<file path="src/rtl/adc_conv_ctrl.sv">
// Conversion controller for the AD7864: pulses CONVST, tracks BUSY through a
// synchronizer, then reads NCH channel results over the CS/RD parallel bus.
module adc_conv_ctrl #(
    parameter int NCH           = 4,
    parameter int CONVST_CYCLES = 2,
    parameter int RD_CYCLES     = 3,
    parameter int BUSY_TIMEOUT  = 64
) (
    input  logic        clk,
    input  logic        reset,
    input  logic        start,
    input  logic        busy,
    input  logic [11:0] db,
    output logic        convst_n,
    output logic        cs_n,
    output logic        rd_n,
    output logic [11:0] data_out,
    output logic [1:0]  ch_out,
    output logic        data_valid,
    output logic        done,
    output logic        ready,
    output logic        err
);

    localparam logic [2:0] IDLE    = 3'd0;
    localparam logic [2:0] CONV    = 3'd1;
    localparam logic [2:0] WAIT_BH = 3'd2;
    localparam logic [2:0] WAIT_BL = 3'd3;
    localparam logic [2:0] READ    = 3'd4;
    localparam logic [2:0] GAP     = 3'd5;
    localparam logic [2:0] FIN     = 3'd6;

    localparam int PW = $clog2((CONVST_CYCLES > RD_CYCLES ? CONVST_CYCLES : RD_CYCLES) + 1);
    localparam int TW = $clog2(BUSY_TIMEOUT + 1);

    localparam logic [PW-1:0] CONV_LAST = PW'(CONVST_CYCLES - 1);
    localparam logic [PW-1:0] RD_LAST   = PW'(RD_CYCLES - 1);
    localparam logic [TW-1:0] TO_LAST   = TW'(BUSY_TIMEOUT - 1);
    localparam logic [1:0]    CH_LAST   = 2'(NCH - 1);

    logic [2:0]    state;
    logic [PW-1:0] pcnt;
    logic [TW-1:0] tcnt;
    logic [1:0]    ch;
    logic          busy_meta;
    logic          busy_s;

    // NOTE: sequential state uses non-blocking assignments so every flop samples pre-edge values.
    always_ff @(posedge clk or posedge reset) begin
        if (reset) begin
            busy_meta <= 1'b0;
            busy_s    <= 1'b0;
        end else begin
            busy_meta <= busy;
            busy_s    <= busy_meta;
        end
    end

    always_ff @(posedge clk or posedge reset) begin
        if (reset) begin
            state      <= IDLE;
            pcnt       <= '0;
            tcnt       <= '0;
            ch         <= '0;
            convst_n   <= 1'b1;
            cs_n       <= 1'b1;
            rd_n       <= 1'b1;
            data_out   <= '0;
            ch_out     <= '0;
            data_valid <= 1'b0;
            done       <= 1'b0;
            ready      <= 1'b1;
            err        <= 1'b0;
        end else begin
            // Strobes default low so each is a single-cycle pulse.
            data_valid <= 1'b0;
            done       <= 1'b0;
            ready      <= 1'b0;
            case (state)
                IDLE: begin
                    if (start) begin
                        err      <= 1'b0;
                        ch       <= '0;
                        pcnt     <= '0;
                        convst_n <= 1'b0;
                        state    <= CONV;
                    end else begin
                        ready <= 1'b1;
                    end
                end
                CONV: begin
                    if (pcnt == CONV_LAST) begin
                        convst_n <= 1'b1;
                        tcnt     <= '0;
                        state    <= WAIT_BH;
                    end else begin
                        pcnt <= pcnt + PW'(1);
                    end
                end
                WAIT_BH: begin
                    if (busy_s) begin
                        tcnt  <= '0;
                        state <= WAIT_BL;
                    end else if (tcnt == TO_LAST) begin
                        err   <= 1'b1;
                        state <= IDLE;
                    end else begin
                        tcnt <= tcnt + TW'(1);
                    end
                end
                WAIT_BL: begin
                    if (!busy_s) begin
                        cs_n  <= 1'b0;
                        rd_n  <= 1'b0;
                        pcnt  <= '0;
                        state <= READ;
                    end else if (tcnt == TO_LAST) begin
                        err   <= 1'b1;
                        state <= IDLE;
                    end else begin
                        tcnt <= tcnt + TW'(1);
                    end
                end
                READ: begin
                    if (pcnt == RD_LAST) begin
                        rd_n       <= 1'b1;
                        data_out   <= db;
                        ch_out     <= ch;
                        data_valid <= 1'b1;
                        if (ch == CH_LAST) begin
                            cs_n  <= 1'b1;
                            state <= FIN;
                        end else begin
                            ch    <= ch + 2'd1;
                            state <= GAP;
                        end
                    end else begin
                        pcnt <= pcnt + PW'(1);
                    end
                end
                GAP: begin
                    rd_n  <= 1'b0;
                    pcnt  <= '0;
                    state <= READ;
                end
                FIN: begin
                    done  <= 1'b1;
                    state <= IDLE;
                end
                default: state <= IDLE;
            endcase
        end
    end

endmodule

</file>
<file path="config.mk">
export PLATFORM = sky130hd
export DESIGN_NAME = adc_conv_ctrl
export DESIGN_NICKNAME = d
export VERILOG_FILES = /design/src/rtl/adc_conv_ctrl.sv
export SDC_FILE = /design/constraint.sdc
export NUM_CORES = 1
export LEC_CHECK = 0
export BUFFER_PORTS_ARGS = -buffer_cell sky130_fd_sc_hd__clkbuf_2
export CORE_MARGIN = 10
export CORE_UTILIZATION = 55
export DETAILED_ROUTE_END_ITERATION = 8
export GPL_TIMING_DRIVEN = 0
export PLACE_DENSITY = 0.8
export SETUP_SLACK_MARGIN = 0.05
export SLEW_MARGIN = 20
export SYNTH_ARGS = -nofsm -noshare
export SYNTH_HDL_FRONTEND = slang
export SYNTH_SLANG_ARGS = --single-unit
</file>
<file path="constraint.sdc">
create_clock -name clk -period 3.1 [get_ports clk]
set_input_delay 0.155 -clock clk [delete_from_list [all_inputs] [get_ports clk]]
set_output_delay 0.155 -clock clk [all_outputs]
set_load 0.05 [all_outputs]
</file>
==> run metrics <==
endpoints failing hold=0; CTS buffer count=5; Final Setup Violations=0; RSZ-0062 raised after global routing=no; largest fanout on the critical path=5; internal power=1.23 mW; fillers=258; peak supply drop=0.000602 V; GP Congestion=0.897; max-cap violation count=0; cell row count=20; CTS tree=built; Post-Place Worst Slack=1350 ps; # clock sinks=37; layout cells sized above 1=36.5%; synth top area cells=dfrtp_1 45%, mux2_2 9.9%, dfstp_2 5.8%; Clock Power Share=19.2%; clk root buf=clkbuf_4; leak pwr=1.05 nW; fraction of registers with async set/reset=100%; crit-path leading delay family=compound AO/OA/AOI/OAI gates; Seq pwr share=33.1%; synth warn=0; Worst setup SP type=register; H-tree levels=2; synthesized cell area=1820 sq um; Die H=77.6 um; critical path class=register to register; critical path, cell by cell=ha_1, nand2_1, or3_4, a2111oi_2, o32a_1; setup_tns=0 ps; pin count of the biggest net entering global routing=38; post-synthesis cell count=164; Yosys top cell by area=dfrtp_1; # hold bufs at CTS=3; Clock Skew=14.3 ps; Mapped Avg Cell Area=11.1 sq um; hold crit path type=input pin to register; die extent in x=77.6 um; slowest CP cell=dfrtp_1; clock tree buffer depth=2; vias per inst=5.63; routed wire length=3990 um; shortest period the worst path allows=1780 ps; clk_lat worst skew=350 ps; commonest register cell after synthesis=dfrtp_1; core area=3100 sq um; Initial DRC Count=172; routed len/inst=15.6 um; # IOs=37; Data required, critical path=3400 ps; initial antenna violation count=0; count of input and output buffers=36; die area=6020 sq um; post-synth top area share=45.3%; syn nets=184; final worst slack=1320 ps; total track usage=14.3%; Total Power=2.21 mW; # Post-CTS Setup Buffers=0; Max Slew Vio Count=0; instance count on the critical path=5; antenna cells=0; register area share after synthesis=51.0%; f_max=562 MHz; CP arrival=2080 ps; slew margin rel.=49.8%; Seq cells post-synth=37; drt pass-1 iters=4; Core Util, Final=70.8%; P&R area growth vs syn=20.4%; Hold Path Cell Cnt=2; antenna violation net count after detailed routing=0; sw frac=44.2%; reg2reg path depth=5; Congestion Overflow GR=0; CP max stage delay=440 ps; Resized Gates After CTS=0; Net Switching=0.977 mW; period utilization=57.4%; DP HPWL=3000 um; PwrDens=1010 nW/um^2; Worst-path clk slew=130 ps; WP buf/inv=0; global-route wire length before repair=7060 um; status=finished, final reports clean; Least-Margin Pin Slew=752 ps; vias=1435; Synth cell types=43; Critical Path End Type=register; vias in the first global route=1510; logic gate share of total power=47.7%; starting density of the core=58.8%; Post-synth EDFFs=0; Residual DRC=0; Final #Nets=230
==> logic make-up after synthesis <==
group	Yosys count	share of synthesized area, %
AOI/OAI and AO/OA	29	10.8
DFF	37	51.0
buffers and inverters	15	3.70
xor gates and xnor gates	1	0.480
adders and majority gates	4	2.74
muxes	22	13.2
and+or+nand+nor	56	18.0
==> cell usage in the layout, fill, tap and decap left out, drive strengths merged, types with 3 or more instances in the layout <==
cell,count
and2,3
dfrtp,33
buf,8
nand3,4
ha,4
nor2,4
nor4,5
clkbuf,42
nor2b,5
nand3b,6
a21oi,4
dlygate4sd3,3
nand2b,7
mux2i,6
mux2,16
nand2,14
o21ai,11
dfstp,4
inv,7
==> cell usage after synthesis (2+ instances only) <==
| master | number |
|---|---|
| dfrtp_1 | 33 |
| mux2_2 | 16 |
| nand2_1 | 14 |
| o21ai_0 | 9 |
| nand2b_1 | 7 |
| buf_2 | 6 |
| inv_1 | 6 |
| mux2i_1 | 6 |
| nand3b_1 | 6 |
| nor2b_1 | 5 |
| nor4_1 | 5 |
| a21oi_1 | 4 |
| dfstp_2 | 4 |
| ha_1 | 4 |
| nor2_1 | 4 |
| and2_1 | 3 |
| nand3_1 | 3 |
| nor3b_1 | 2 |
| o211ai_1 | 2 |
| o21ai_1 | 2 |
==> power by group through the flow <==
stage	Sequential [mW]	Combinational (mW)	Clock, mW
floorplan	1.04	0.506	0
global route	0.755	1.15	0.462
CTS	0.733	1.06	0.433
global placement	0.730	1.02	0
finish	0.731	1.05	0.425
detailed placement	0.743	1.05	0
==> final timing paths <==
kind	startpoint	to	slack [ps]
max	tcnt[1]	err	1320
min	db[2]	data_out[2]	40
max reg2reg	tcnt[1]	err	1320
min reg2reg	busy_meta	busy_s	370
max in group asynchronous	reset	tcnt[4]	2160
min in group asynchronous	reset	tcnt[0]	460
==> stage by stage <==
step	instances	cell area, sq um	hold slack [ps]
6_report	255	2200	35.2
4_1_cts	255	2200	22.2
2_1_floorplan	164	1820	186
3_5_place_dp	244	2060	266
5_1_grt	255	2200	4.95
3_3_place_gp	244	2060	264
==> registers in the layout (all words and copies together), names as in the netlist, 2 cells and up <==
register / count
data_out: 12
ch_out: 2
ch: 2
state: 3
pcnt: 2
tcnt: 7
==> routing by layer <==
metal | up-vias | GRT usage (%) | wire length (um)
met5 | - | 0 | 0
met4 | 0 | 6.20 | 91
met3 | 11 | 5.41 | 290
met2 | 49 | 24.3 | 2020
met1 | 688 | 15.5 | 1590
li1 | 687 | - | -
==> final cells by class <==
cell class	instances	area, sq um	area share [%]
Timing Repair Buffer	39	210	9.57
Inverter	6	22.5	1.03
Sequential cell	37	931	42.4
Buffer	9	45.0	2.05
Clock buffer	5	37.5	1.71
Clock inverter	3	68.8	3.13
Multi-Input combinational cell	112	826	37.6
Tap cell	44	55.1	2.51
(Power assumes the default switching activity.)
